`src/rtl/arcade_inputs_pkg.sv`:
```
// Shared constants for the arcade control-input front end:
// scan codes, joystick bit positions and the coin counter width.
package arcade_inputs_pkg;

  localparam logic [8:0] SC_START1   = 9'h016;
  localparam logic [8:0] SC_START2   = 9'h01E;
  localparam logic [8:0] SC_COIN1    = 9'h02E;
  localparam logic [8:0] SC_COIN2    = 9'h036;
  localparam logic [8:0] SC_F3       = 9'h004;
  localparam logic [8:0] SC_SERVICE  = 9'h046;
  localparam logic [8:0] SC_P1_FIRE  = 9'h014;
  localparam logic [8:0] SC_P1_BOMB  = 9'h011;
  localparam logic [8:0] SC_P2_UP    = 9'h02D;
  localparam logic [8:0] SC_P2_LEFT  = 9'h023;
  localparam logic [8:0] SC_P2_DOWN  = 9'h02B;
  localparam logic [8:0] SC_P2_RIGHT = 9'h034;
  localparam logic [8:0] SC_P2_FIRE  = 9'h01C;
  localparam logic [8:0] SC_P2_BOMB  = 9'h01B;

  // Arrows are matched on the low byte only
  localparam logic [7:0] SC_UP    = 8'h75;
  localparam logic [7:0] SC_DOWN  = 8'h72;
  localparam logic [7:0] SC_LEFT  = 8'h6B;
  localparam logic [7:0] SC_RIGHT = 8'h74;

  localparam int JOY_R      = 0;
  localparam int JOY_L      = 1;
  localparam int JOY_D      = 2;
  localparam int JOY_U      = 3;
  localparam int JOY_FIRE   = 4;
  localparam int JOY_BOMB   = 5;
  localparam int JOY_START  = 6;
  localparam int JOY_START2 = 7;
  localparam int JOY_COIN   = 8;
  localparam int JOY_PAUSE  = 9;

  function automatic int cnt_w(input int n);
    return (n < 2) ? 1 : $clog2(n);
  endfunction

endpackage

```
`src/rtl/arcade_inputs_coin.sv`:
```
// Coin pulse stretcher: keeps coin high for at least
// COIN_MIN cycles after each raw rising edge.
module coin_stretch
  import arcade_inputs_pkg::*;
#(
  parameter int COIN_MIN = 1800000
) (
  input  logic clk_sys,
  input  logic reset_n,
  input  logic raw,
  output logic out
);

  localparam int W = cnt_w(COIN_MIN);
  localparam logic [W-1:0] LOAD = W'(COIN_MIN - 1);

  logic         r_raw_q;
  logic [W-1:0] r_cnt;
  logic         r_out;
  logic         w_rise;

  assign w_rise = raw & ~r_raw_q;
  assign out    = r_out;

  // Edge detect, reload on rise, count down to zero and hold
  always_ff @(posedge clk_sys or negedge reset_n) begin
    if (!reset_n) begin
      r_raw_q <= 1'b0;
      r_cnt   <= '0;
      r_out   <= 1'b0;
    end else begin
      r_raw_q <= raw;
      r_out   <= raw | (r_cnt != '0);
      if (w_rise)
        r_cnt <= LOAD;
      else if (r_cnt != '0)
        r_cnt <= r_cnt - 1'b1;
    end
  end

endmodule

```
`src/rtl/arcade_inputs.sv`:
```
// Control-input front end: keyboard decode, joystick merge,
// coin stretching, service edge and DIP bank capture.
module arcade_inputs
  import arcade_inputs_pkg::*;
#(
  parameter int PLAYERS   = 2,
  parameter int DSW_BANKS = 2,
  parameter int DSW_INDEX = 254,
  parameter int COIN_MIN  = 1800000
) (
  input  logic                   clk_sys,
  input  logic                   reset_n,
  input  logic [10:0]            ps2_key,
  input  logic [16*PLAYERS-1:0]  joystick,
  input  logic                   ioctl_wr,
  input  logic [7:0]             ioctl_index,
  input  logic [24:0]            ioctl_addr,
  input  logic [7:0]             ioctl_dout,
  input  logic                   service_req,
  output logic [PLAYERS-1:0]     up,
  output logic [PLAYERS-1:0]     down,
  output logic [PLAYERS-1:0]     left,
  output logic [PLAYERS-1:0]     right,
  output logic [2*PLAYERS-1:0]   btn,
  output logic [PLAYERS-1:0]     start,
  output logic [PLAYERS-1:0]     coin,
  output logic                   service_key,
  output logic                   key_reset,
  output logic                   pause_req,
  output logic                   reset_pulse,
  output logic [8*DSW_BANKS-1:0] dsw
);

  logic       r_kev_q;
  logic [5:0] r_kjoy0, r_kjoy1;
  logic [1:0] r_kstart, r_kcoin;
  logic       r_kf3, r_ksvc;

  logic       w_kev, w_prs;
  logic [8:0] w_code;
  logic [7:0] w_lo;

  assign w_kev  = r_kev_q ^ ps2_key[10];
  assign w_prs  = ps2_key[9];
  assign w_code = ps2_key[8:0];
  assign w_lo   = ps2_key[7:0];

  // Key event decode into per-function key registers
  always_ff @(posedge clk_sys or negedge reset_n) begin
    if (!reset_n) begin
      r_kev_q  <= 1'b0;
      r_kjoy0  <= '0;
      r_kjoy1  <= '0;
      r_kstart <= '0;
      r_kcoin  <= '0;
      r_kf3    <= 1'b0;
      r_ksvc   <= 1'b0;
    end else begin
      r_kev_q <= ps2_key[10];
      if (w_kev) begin
        unique case (1'b1)
          (w_lo == SC_RIGHT):       r_kjoy0[JOY_R]    <= w_prs;
          (w_lo == SC_LEFT):        r_kjoy0[JOY_L]    <= w_prs;
          (w_lo == SC_DOWN):        r_kjoy0[JOY_D]    <= w_prs;
          (w_lo == SC_UP):          r_kjoy0[JOY_U]    <= w_prs;
          (w_code == SC_P1_FIRE):   r_kjoy0[JOY_FIRE] <= w_prs;
          (w_code == SC_P1_BOMB):   r_kjoy0[JOY_BOMB] <= w_prs;
          (w_code == SC_P2_RIGHT):  r_kjoy1[JOY_R]    <= w_prs;
          (w_code == SC_P2_LEFT):   r_kjoy1[JOY_L]    <= w_prs;
          (w_code == SC_P2_DOWN):   r_kjoy1[JOY_D]    <= w_prs;
          (w_code == SC_P2_UP):     r_kjoy1[JOY_U]    <= w_prs;
          (w_code == SC_P2_FIRE):   r_kjoy1[JOY_FIRE] <= w_prs;
          (w_code == SC_P2_BOMB):   r_kjoy1[JOY_BOMB] <= w_prs;
          (w_code == SC_START1):    r_kstart[0]       <= w_prs;
          (w_code == SC_START2):    r_kstart[1]       <= w_prs;
          (w_code == SC_COIN1):     r_kcoin[0]        <= w_prs;
          (w_code == SC_COIN2):     r_kcoin[1]        <= w_prs;
          (w_code == SC_F3):        r_kf3             <= w_prs;
          (w_code == SC_SERVICE):   r_ksvc            <= w_prs;
          default: ;
        endcase
      end
    end
  end

  // Zero-padded views so every player slot 0..3 can be indexed
  logic [63:0]      w_joy;
  logic [3:0][5:0]  w_kjoy;
  logic [3:0]       w_kst, w_kcn;
  logic             w_unused;

  assign w_joy    = 64'(joystick);
  assign w_kjoy   = {6'b0, 6'b0, r_kjoy1, r_kjoy0};
  assign w_kst    = {2'b0, r_kstart};
  assign w_kcn    = {2'b0, r_kcoin};
  assign w_unused = ^w_joy;

  logic [PLAYERS-1:0]   w_up, w_down, w_left, w_right;
  logic [PLAYERS-1:0]   w_start, w_coin_raw, w_coin;
  logic [2*PLAYERS-1:0] w_btn;
  logic                 w_pause;

  // Merge joystick bits with keys per player
  always_comb begin
    w_up       = '0;
    w_down     = '0;
    w_left     = '0;
    w_right    = '0;
    w_btn      = '0;
    w_start    = '0;
    w_coin_raw = '0;
    w_pause    = 1'b0;
    for (int p = 0; p < PLAYERS; p++) begin
      w_right[p]    = w_joy[16*p+JOY_R] | w_kjoy[p][JOY_R];
      w_left[p]     = w_joy[16*p+JOY_L] | w_kjoy[p][JOY_L];
      w_down[p]     = w_joy[16*p+JOY_D] | w_kjoy[p][JOY_D];
      w_up[p]       = w_joy[16*p+JOY_U] | w_kjoy[p][JOY_U];
      w_btn[2*p]    = w_joy[16*p+JOY_FIRE] | w_kjoy[p][JOY_FIRE];
      w_btn[2*p+1]  = w_joy[16*p+JOY_BOMB] | w_kjoy[p][JOY_BOMB];
      w_start[p]    = w_joy[16*p+JOY_START]
                    | w_joy[16*(p^1)+JOY_START2]
                    | w_kst[p];
      w_coin_raw[p] = w_joy[16*p+JOY_COIN] | w_kcn[p];
      w_pause       = w_pause | w_joy[16*p+JOY_PAUSE];
    end
  end

  logic [PLAYERS-1:0]   r_up, r_down, r_left, r_right, r_start;
  logic [2*PLAYERS-1:0] r_btn;
  logic                 r_pause, r_service_key, r_key_reset;

  // Output registers for merged controls and system keys
  always_ff @(posedge clk_sys or negedge reset_n) begin
    if (!reset_n) begin
      r_up          <= '0;
      r_down        <= '0;
      r_left        <= '0;
      r_right       <= '0;
      r_btn         <= '0;
      r_start       <= '0;
      r_pause       <= 1'b0;
      r_service_key <= 1'b0;
      r_key_reset   <= 1'b0;
    end else begin
      r_up          <= w_up;
      r_down        <= w_down;
      r_left        <= w_left;
      r_right       <= w_right;
      r_btn         <= w_btn;
      r_start       <= w_start;
      r_pause       <= w_pause;
      r_service_key <= r_ksvc;
      r_key_reset   <= r_kf3;
    end
  end

  for (genvar p = 0; p < PLAYERS; p++) begin : g_coin
    coin_stretch #(
      .COIN_MIN (COIN_MIN)
    ) u_coin (
      .clk_sys (clk_sys),
      .reset_n (reset_n),
      .raw     (w_coin_raw[p]),
      .out     (w_coin[p])
    );
  end

  logic r_svc_s1, r_svc_s2, r_svc_d, r_reset_pulse;

  // Synchronise service request and pulse on its rising edge
  always_ff @(posedge clk_sys or negedge reset_n) begin
    if (!reset_n) begin
      r_svc_s1      <= 1'b0;
      r_svc_s2      <= 1'b0;
      r_svc_d       <= 1'b0;
      r_reset_pulse <= 1'b0;
    end else begin
      r_svc_s1      <= service_req;
      r_svc_s2      <= r_svc_s1;
      r_svc_d       <= r_svc_s2;
      r_reset_pulse <= r_svc_s2 & ~r_svc_d;
    end
  end

  logic [DSW_BANKS-1:0][7:0] r_dsw;

  // DIP banks stored inverted; out-of-range addresses fall through
  always_ff @(posedge clk_sys or negedge reset_n) begin
    if (!reset_n) begin
      r_dsw <= '1;
    end else if (ioctl_wr && ioctl_index == 8'(DSW_INDEX)) begin
      for (int b = 0; b < DSW_BANKS; b++)
        if (ioctl_addr == 25'(b))
          r_dsw[b] <= ~ioctl_dout;
    end
  end

  assign up          = r_up;
  assign down        = r_down;
  assign left        = r_left;
  assign right       = r_right;
  assign btn         = r_btn;
  assign start       = r_start;
  assign coin        = w_coin;
  assign pause_req   = r_pause;
  assign service_key = r_service_key;
  assign key_reset   = r_key_reset;
  assign reset_pulse = r_reset_pulse;
  assign dsw         = r_dsw;

endmodule

```
`config.mk`:
```
export PLATFORM = sky130hd
export DESIGN_NAME = arcade_inputs
export DESIGN_NICKNAME = d
export VERILOG_FILES = /design/src/rtl/arcade_inputs_pkg.sv /design/src/rtl/arcade_inputs_coin.sv /design/src/rtl/arcade_inputs.sv
export SDC_FILE = /design/constraint.sdc
export NUM_CORES = 1
export LEC_CHECK = 0
export ABC_CLOCK_PERIOD_IN_PS = 3000
export CORE_ASPECT_RATIO = 0.6
export CORE_MARGIN = 4
export CORE_UTILIZATION = 49
export DETAILED_ROUTE_END_ITERATION = 6
export PLACE_DENSITY = 0.8
export SYNTH_ARGS = -nofsm -noshare
export SYNTH_HDL_FRONTEND = slang
export SYNTH_SLANG_ARGS = --single-unit
```
`constraint.sdc`:
```
create_clock -name clk_sys -period 3 [get_ports clk_sys]
set_clock_uncertainty 0.1 [all_clocks]
set_input_delay 0.6 -clock clk_sys [delete_from_list [all_inputs] [get_ports clk_sys]]
set_output_delay 0.6 -clock clk_sys [all_outputs]
set_load 0.02 [all_outputs]
```
==> results of run 1 <==
==> report_power, final <==
part / switching (mW) / internal [mW]
Combinational: 0.163 / 0.192
Sequential: 0.0632 / 1.44
Clock: 0.506 / 0.650
Total: 0.732 / 2.28
==> cells in the mapped netlist (2+ instances only) <==
cell type and instances:
inv_1 25, or3_1 13, or3b_2 2, or4_1 18, nor3_1 22, a211oi_1 3
a31oi_1 4, a21boi_0 2, buf_2 2, ha_1 4, nor4_2 2, and4_1 5
buf_1 2, or2_2 16, mux2_2 18, nand3_1 18, nand4_1 8, clkbuf_1 12
and2_1 8, a21oi_1 14, o31ai_1 13, nand4b_1 6, nor4_1 18, mux2i_1 26
dfrtp_1 86, nor2b_1 4, nor2_1 26, dfstp_2 16, nand2b_1 8, o21ai_0 19
nor4b_1 2, buf_4 2, nand2_1 14, a2111oi_0 2
==> layout make-up <==
type / count / area share
sequential: 102 / 0.400
multi-input combinational: 314 / 0.331
timing repair buffer: 120 / 0.185
clock buffer: 11 / 0.0361
tap: 130 / 0.0253
inverter: 25 / 0.0146
clock inverter: 5 / 0.00894
==> worst max-delay path, cell delays in order (launching register included) <==
cell	delay, ns
dfrtp_1	0.41
inv_1	0.12
ha_1	0.19
or4b_2	0.65
or2_1	0.32
or3_1	0.31
or4_1	0.41
==> cells by family (layout without fill, tap and decap cells) <==
kind of cell	count (synthesis)	after routing	share of synthesized area
AO/OA/AOI/OAI	67	67	0.0883
flip-flops	102	102	0.527
XOR/XNOR	2	2	0.00359
buffers and inverters	44	161	0.0374
multiplexers	44	44	0.0947
adder cells (fa/ha/maj)	4	4	0.0102
AND/OR/NAND/NOR	197	197	0.239
==> flip-flops by register name, indices dropped and copies added (netlist names), 4 cells and up <==
register,cells
r_kjoy1,6
dsw,16
g_coin.u_coin.r_cnt,42
btn,4
r_kjoy0,6
==> worst paths after layout <==
check,start,to,slack (ns),cells past startpoint
setup / recovery,g_coin[1].u_coin.r_cnt[0]$_DFFE_PN0P_,g_coin[1].u_coin.out$_DFF_PN0_,0.36,6
hold / removal,reset_n,g_coin[0].u_coin.out$_DFF_PN0_,0.13,1
setup reg to reg,g_coin[1].u_coin.r_cnt[0]$_DFFE_PN0P_,g_coin[1].u_coin.out$_DFF_PN0_,0.36,6
hold reg to reg,r_svc_s1$_DFF_PN0_,r_svc_s2$_DFF_PN0_,0.27,0
max in group asynchronous,reset_n,dsw[12]$_DFFE_PN1P_,1.92,2
min in group clk_sys,r_svc_s1$_DFF_PN0_,r_svc_s2$_DFF_PN0_,0.27,0
==> routing by layer <==
metal,GRT usage,vias to the layer above,part of all wire,wire length [um]
met5,0,-,0,0
met2,0.314,124,0.46,5330
met1,0.275,1938,0.45,5200
met4,0.0643,0,0.019,224
met3,0.0664,23,0.069,791
li1,-,1921,-,-
==> flow_metrics.env, run 1 <==
export IMPL_status="finished clean"
export IMPL_clock_sinks=102
export IMPL_syn_avg_cell_area_sq_um=10.6
export IMPL_slew_viol_final=0
export IMPL_ys_types=54
export IMPL_dr_first_iter_drc_count=244
export IMPL_routed_via_density=5.67
export IMPL_die_area_sq_mm=0.0117
export IMPL_synthTopCellsByArea="dfrtp_1, dfstp_2, mux2i_1"
export IMPL_ys_ff_latch=102
export IMPL_finalCoreUtilization=0.683
export IMPL_worstHoldPathType="in -> async"
export IMPL_worst_hold_slack_ns=0.132
export IMPL_worstSetupPathType="reg -> reg"
export IMPL_drv_cap=0
export IMPL_placedCellCount=691
export IMPL_powerDensity_mw_per_mm2=468
export IMPL_startpoint_type="flip-flop"
export IMPL_final_common_cell="clkdlybuf4s50_1"
export IMPL_ant_nets=0
export IMPL_start_util=0.518
export IMPL_post_cts_resize_count=0
export IMPL_die_x_um=137
export IMPL_first_global_vias=3944
export IMPL_area_growth_syn_to_layout_pct=31.8
export IMPL_core_rowCount=27
export IMPL_synthesis_area_sq_mm=0.00489
export IMPL_grtUsageTotal=0.204
export IMPL_syn_inst=460
export IMPL_ctsHoldBuffers=0
export IMPL_multiInputGateArea_sq_mm=0.00213
export IMPL_power_total_mw=3.01
export IMPL_async_reset_ff_frac=1.00
export IMPL_seq_area_frac_synth=0.527
export IMPL_finalHoldViolCount=0
export IMPL_setup_violations=0
export IMPL_dr_pass1_iters=5
export IMPL_final_cell_mix="clkdlybuf4s50_1, dfrtp_1, nor2_1, mux2i_1, inv_1"
export IMPL_io_pins=124
export IMPL_cts_tree="yes"
export IMPL_syn_nets=552
export IMPL_synth_ff_type="dfrtp_1"
export IMPL_grt_antenna_before_repair=0
export IMPL_irDropWorstVdd_uv=402
export IMPL_power_leakage_nw=2.65
export IMPL_post_route_period_util=0.880
export IMPL_synth_top_cell_by_area="dfrtp_1"
export IMPL_critical_path_arrival_ns=2.76
export IMPL_cp_end_kind="flip-flop"
export IMPL_worstSkewPairLatency_ns=0.35
export IMPL_clkTransAtPathRegs_ns=0.07
export IMPL_cts_setup_buffers=0
export IMPL_cts_root_buf="clkbuf_16"
export IMPL_antennaDiodeCount=0
export IMPL_synth_edff_count=0
export IMPL_tightest_slew_ns=0.778
export IMPL_rsz0062_at_grt="false"
export IMPL_fp_dieH_um=85.4
export IMPL_grt_max_degree=62
export IMPL_final_area_sq_mm=0.00644
export IMPL_fillCellCount=717
export IMPL_fmax_mhz=379
export IMPL_drive_above_1_share=0.140
export IMPL_crit_fanout=6
export IMPL_gp_congestion=0.847
export IMPL_regArea_sq_mm=0.00257
export IMPL_place_ws_ns=0.117
export IMPL_wl_per_cell_um=16.3
export IMPL_drc=0
export IMPL_synth_top_cell_area_share=0.440
export IMPL_finalSetupTns_ns=0
export IMPL_grt_pass1_wl_um=19100
export IMPL_place_hpwl_um=8250
export IMPL_period_needed_ns=2.64
export IMPL_fin_nets=664
export IMPL_critical_path_required_ns=3.12
export IMPL_dr_total_vias=4006
export IMPL_ys_warn_count=0
export IMPL_cts_buffers_inserted=9
export IMPL_grt_remaining_overflow=0
export IMPL_slew_headroom=0.480
export IMPL_routed_wl_um=11500
export IMPL_postLayoutSetupSlackWorst_ns=0.360
export IMPL_instances_no_fill=707
export IMPL_cts_htree_levels=3
export IMPL_clock_path_buffers=2
export IMPL_io_buffers=111
export IMPL_core_sq_mm=0.00943
export IMPL_dpl_instance_area_sq_mm=0.00615
Power figures use the tool's default switching activity.
==> run 2, diff against run 1 <==
Settings changed: CAP_MARGIN set to 15, CELL_PAD_IN_SITES_DETAIL_PLACEMENT set to 0, CELL_PAD_IN_SITES_GLOBAL_PLACEMENT set to 1, CORE_ASPECT_RATIO 0.6 to not set, CORE_UTILIZATION 49 to 38, PLACE_DENSITY 0.8 to not set, PLACE_DENSITY_LB_ADDON set to 0.1.
==> flow_metrics.env, run 2 (synthesis gave the netlist of run 1 again) <==
export IMPL_place_hpwl_um=8550
export IMPL_die_area_sq_mm=0.0147
export IMPL_grt_antenna_before_repair=0
export IMPL_clock_path_buffers=2
export IMPL_regMostFlops="g_coin.u_coin.r_cnt"
export IMPL_ctsHoldBuffers=0
export IMPL_drc=0
export IMPL_tightest_slew_ns=0.846
export IMPL_cts_buffers_inserted=9
export IMPL_area_growth_syn_to_layout_pct=33.2
export IMPL_routed_via_density=5.22
export IMPL_cp_slowest_cell="or4b_2"
export IMPL_clock_sinks=102
export IMPL_io_pins=124
export IMPL_fillCellCount=1186
export IMPL_worstSetupEndpoint="g_coin[1].u_coin.out$_DFF_PN0_"
export IMPL_cts_htree_levels=3
export IMPL_worstSetupPathType="reg -> reg"
export IMPL_startpoint_type="flip-flop"
export IMPL_critical_path_max_stage_delay_ns=0.64
export IMPL_multiInputGateArea_sq_mm=0.00213
export IMPL_setup_violations=0
export IMPL_power_leakage_nw=2.66
export IMPL_cp_end_kind="flip-flop"
export IMPL_post_cts_resize_count=0
export IMPL_dr_total_vias=3929
export IMPL_finalHoldViolCount=0
export IMPL_worstSkewPairLatency_ns=0.35
export IMPL_irDropWorstVdd_uv=234
export IMPL_grt_max_degree=50
export IMPL_fin_nets=667
export IMPL_wl_per_cell_um=15.5
export IMPL_grt_pass1_wl_um=19800
export IMPL_power_internal_mw=2.23
export IMPL_grt_remaining_overflow=0
export IMPL_power_total_mw=2.98
export IMPL_regArea_sq_mm=0.00257
export IMPL_slew_headroom=0.435
export IMPL_combPwrFrac=0.119
export IMPL_powerDensity_mw_per_mm2=457
export IMPL_p_sw_mw=0.752
export IMPL_gp_congestion=0.799
export IMPL_fmax_mhz=378
export IMPL_slew_viol_final=0
export IMPL_reg2reg_slack_ns=0.35
export IMPL_final_common_cell="clkdlybuf4s50_1"
export IMPL_p_sw_frac=0.253
export IMPL_largest_register_ffs=42
export IMPL_critical_path_required_ns=3.10
export IMPL_dr_first_iter_drc_count=143
export IMPL_pwr_share_seq=0.503
export IMPL_core_rowCount=41
export IMPL_reg2reg_depth=6
export IMPL_routed_wl_um=11700
export IMPL_finalSetupTns_ns=0
export IMPL_grtUsageTotal=0.167
export IMPL_die_x_um=121
export IMPL_clkPwrFrac=0.378
export IMPL_crit_chain="inv_1 -> ha_1 -> or4b_2 -> or2_1 -> or3_1 -> or4_1"
export IMPL_io_buffers=111
export IMPL_core_sq_mm=0.0126
export IMPL_drv_cap=0
export IMPL_reg2reg_to="g_coin[1].u_coin.out$_DFF_PN0_"
export IMPL_final_cell_mix="clkdlybuf4s50_1, dfrtp_1, nor2_1, mux2i_1, inv_1"
export IMPL_drive_above_1_share=0.147
export IMPL_period_needed_ns=2.65
export IMPL_cts_tree="yes"
export IMPL_clkTransAtPathRegs_ns=0.07
export IMPL_antennaDiodeCount=0
export IMPL_dr_pass1_iters=4
export IMPL_crit_path_start="g_coin[1].u_coin.r_cnt[0]$_DFFE_PN0P_"
export IMPL_start_util=0.387
export IMPL_critical_path_arrival_ns=2.75
export IMPL_r2r_start="g_coin[1].u_coin.r_cnt[0]$_DFFE_PN0P_"
export IMPL_status="finished clean"
export IMPL_worstHoldPathType="in -> async"
export IMPL_cts_root_buf="clkbuf_16"
export IMPL_cts_setup_buffers=0
export IMPL_post_route_period_util=0.882
export IMPL_crit_fanout=6
export IMPL_ant_nets=0
export IMPL_first_global_vias=3952
export IMPL_fp_dieH_um=121
export IMPL_rsz0062_at_grt="false"
-- run 2: worst min-delay path by stage --
stage | endpoint | start | slack, ns | cells past startpoint
after floorplan | btn[0]$_DFF_PN0_ | reset_n | 0.20 | 0
after global placement | r_svc_s2$_DFF_PN0_ | r_svc_s1$_DFF_PN0_ | 0.24 | 0
after detailed placement | r_svc_s2$_DFF_PN0_ | r_svc_s1$_DFF_PN0_ | 0.24 | 0
after CTS | reset_pulse$_DFF_PN0_ | reset_n | 0.09 | 1
after global routing | reset_pulse$_DFF_PN0_ | reset_n | 0.11 | 1
final | g_coin[0].u_coin.r_cnt[20]$_DFFE_PN0P_ | reset_n | 0.08 | 1
-- run 2: per-stage QoR --
step                worst slack [ns]  cells  area [sq um]  utilization  hold WS (ns)
finish                         0.353    752          6510        0.516        0.0809
global route                   0.236    752          6510        0.516         0.107
CTS                            0.333    752          6510        0.516        0.0854
detailed placement             0.227    736          6220        0.493         0.236
global placement               0.203    736          6220        0.493         0.235
floorplan                      0.588    460          4890            -         0.204
-- run 2: layer usage --
layer	global-route usage	vias up	wire, um
met3	0.0392	12	687
met2	0.276	95	5640
li1	-	1929	-
met1	0.215	1893	5180
met4	0.0560	0	156
met5	0	-	0
-- run 2: critical path, delay by kind of cell, from the launching register on --
kind                       cells  cell delay (ns)
buffers and inverters          1             0.11
and+or+nand+nor                4             1.73
adders and majority gates      1             0.17
DFF                            1             0.40
-- run 2: layout make-up --
cell class                      count  share of cell area
Clock buffer                       11              0.0373
Multi-Input combinational cell    314               0.327
Clock inverter                      5             0.00654
Timing Repair Buffer              123               0.186
Inverter                           25              0.0144
Tap cell                          172              0.0331
Sequential cell                   102               0.395
-- run 2: power by group through the flow --
stage | sequential [mW] | clock [mW] | combinational, mW
floorplan | 1.52 | 0 | 0.145
global placement | 1.52 | 0 | 0.352
detailed placement | 1.52 | 0 | 0.358
CTS | 1.50 | 1.16 | 0.360
global route | 1.51 | 1.22 | 0.393
finish | 1.50 | 1.13 | 0.354
==> run 3, diff against run 2 <==
Settings changed: CORE_MARGIN 4 to not set.
==> flow_metrics.env, run 3 (synthesis gave the netlist of run 1 again) <==
export IMPL_dr_total_vias=3921
export IMPL_final_cell_mix="clkdlybuf4s50_1, dfrtp_1, nor2_1, mux2i_1, inv_1"
export IMPL_worstHoldPathType="in -> async"
export IMPL_startpoint_type="flip-flop"
export IMPL_fmax_mhz=380
export IMPL_r2r_start="g_coin[1].u_coin.r_cnt[0]$_DFFE_PN0P_"
export IMPL_reg2reg_to="g_coin[1].u_coin.out$_DFF_PN0_"
export IMPL_slew_headroom=0.464
export IMPL_crit_fanout=6
export IMPL_cp_end_kind="flip-flop"
export IMPL_dr_pass1_iters=4
export IMPL_power_leakage_nw=2.67
export IMPL_worstSetupPathType="reg -> reg"
export IMPL_clock_path_buffers=2
export IMPL_fp_dieH_um=115
export IMPL_p_sw_mw=0.755
export IMPL_ant_nets=0
export IMPL_grtUsageTotal=0.187
export IMPL_drive_above_1_share=0.150
export IMPL_die_area_sq_mm=0.0133
export IMPL_die_x_um=115
export IMPL_grt_remaining_overflow=0
export IMPL_combPwrFrac=0.115
export IMPL_period_needed_ns=2.63
export IMPL_finalSetupTns_ns=0
export IMPL_regMostFlops="g_coin.u_coin.r_cnt"
export IMPL_grt_pass1_wl_um=19100
export IMPL_first_global_vias=3949
export IMPL_final_common_cell="clkdlybuf4s50_1"
export IMPL_gp_congestion=0.775
export IMPL_post_cts_resize_count=0
export IMPL_critical_path_required_ns=3.12
export IMPL_largest_register_ffs=42
export IMPL_cts_htree_levels=3
export IMPL_post_route_period_util=0.877
export IMPL_io_pins=124
export IMPL_grt_max_degree=51
export IMPL_drc=0
export IMPL_antennaDiodeCount=0
export IMPL_regArea_sq_mm=0.00257
export IMPL_clkTransAtPathRegs_ns=0.08
export IMPL_finalHoldViolCount=0
export IMPL_power_internal_mw=2.33
export IMPL_tightest_slew_ns=0.803
export IMPL_pwr_share_seq=0.486
export IMPL_wl_per_cell_um=15.5
export IMPL_grt_antenna_before_repair=0
export IMPL_routed_via_density=5.21
export IMPL_cts_setup_buffers=0
export IMPL_dr_first_iter_drc_count=140
export IMPL_final_area_sq_mm=0.00653
export IMPL_reg2reg_slack_ns=0.37
export IMPL_reg2reg_depth=6
export IMPL_cts_buffers_inserted=9
export IMPL_critical_path_arrival_ns=2.75
export IMPL_clock_sinks=102
export IMPL_routed_wl_um=11700
export IMPL_cts_tree="yes"
export IMPL_fin_nets=668
export IMPL_irDropWorstVdd_uv=361
export IMPL_setup_violations=0
export IMPL_area_growth_syn_to_layout_pct=33.7
export IMPL_start_util=0.389
export IMPL_core_sq_mm=0.0126
export IMPL_dpl_instance_area_sq_mm=0.00622
export IMPL_io_buffers=111
export IMPL_cts_root_buf="clkbuf_16"
export IMPL_fillCellCount=1184
export IMPL_slew_viol_final=0
export IMPL_place_hpwl_um=8540
export IMPL_multiInputGateArea_sq_mm=0.00213
export IMPL_status="finished clean"
export IMPL_clkPwrFrac=0.399
export IMPL_p_sw_frac=0.245
export IMPL_rsz0062_at_grt="false"
export IMPL_powerDensity_mw_per_mm2=472
export IMPL_worstSkewPairLatency_ns=0.35
export IMPL_ctsHoldBuffers=0
export IMPL_drv_cap=0
export IMPL_core_rowCount=41
## run 3: cell types whose count changed in the layout (fill, tap and decap cells not counted), sizes merged
| cell | delta |
|---|---|
| bufinv | +1 |
| buf | +1 |
| clkinv | -1 |
## run 3: per-layer routing
layer,global-route usage,share of wire,vias to the layer above
met5,0,0,-
met4,0.0554,0.0093,0
met3,0.0569,0.057,9
met2,0.339,0.51,79
met1,0.211,0.43,1905
li1,-,-,1928
## run 3: how the worst max path moves through the flow
| stage | cells after the start | slack (ns) | startpoint | endpoint |
|---|---|---|---|---|
| after global routing | 6 | 0.24 | g_coin[1].u_coin.r_cnt[0]$_DFFE_PN0P_ | g_coin[1].u_coin.r_cnt[7]$_DFFE_PN0P_ |
| final | 6 | 0.37 | g_coin[1].u_coin.r_cnt[0]$_DFFE_PN0P_ | g_coin[1].u_coin.out$_DFF_PN0_ |
| after detailed placement | 5 | 0.17 | ps2_key[7] | r_kjoy1[4]$_DFFE_PN0P_ |
| after CTS | 6 | 0.35 | g_coin[1].u_coin.r_cnt[0]$_DFFE_PN0P_ | g_coin[1].u_coin.out$_DFF_PN0_ |
| after floorplan | 6 | 0.59 | g_coin[1].u_coin.r_cnt[0]$_DFFE_PN0P_ | g_coin[1].u_coin.out$_DFF_PN0_ |
| after global placement | 5 | 0.20 | ps2_key[7] | r_kjoy1[4]$_DFFE_PN0P_ |
## run 3: power by group through the flow
stage          Clock [mW]  Combinational, mW  Sequential (mW)
5_1_grt              1.32              0.391             1.51
4_1_cts              1.27              0.361             1.50
2_1_floorplan           0              0.145             1.52
3_5_place_dp            0              0.360             1.52
6_report             1.23              0.354             1.50
3_3_place_gp            0              0.350             1.52
## run 3: critical path, cell delays in order (launching register included)
cell and delay [ns]:
dfrtp_1 0.40, inv_1 0.11, ha_1 0.17, or4b_2 0.63
or2_1 0.32, or3_1 0.33, or4_1 0.44
## run 3: final cells by class
cell class,instances,area share
multi-input cells,314,0.326
inverters,25,0.0144
well taps,172,0.0329
clock inverters,5,0.00957
flip-flops and latches,102,0.394
repair buffers,124,0.185
clock buffers,11,0.0387
## run 3: stage by stage
stage               worst slack, ns  power (mW)  hold WS, ns  std cells  utilization
floorplan                     0.588        1.67        0.204        460            -
global route                  0.243        3.22        0.218        753        0.520
finish                        0.369        3.08        0.175        753        0.520
detailed placement            0.170        1.88        0.236        737        0.495
global placement              0.200        1.87        0.233        737        0.495
CTS                           0.351        3.13        0.190        753        0.520
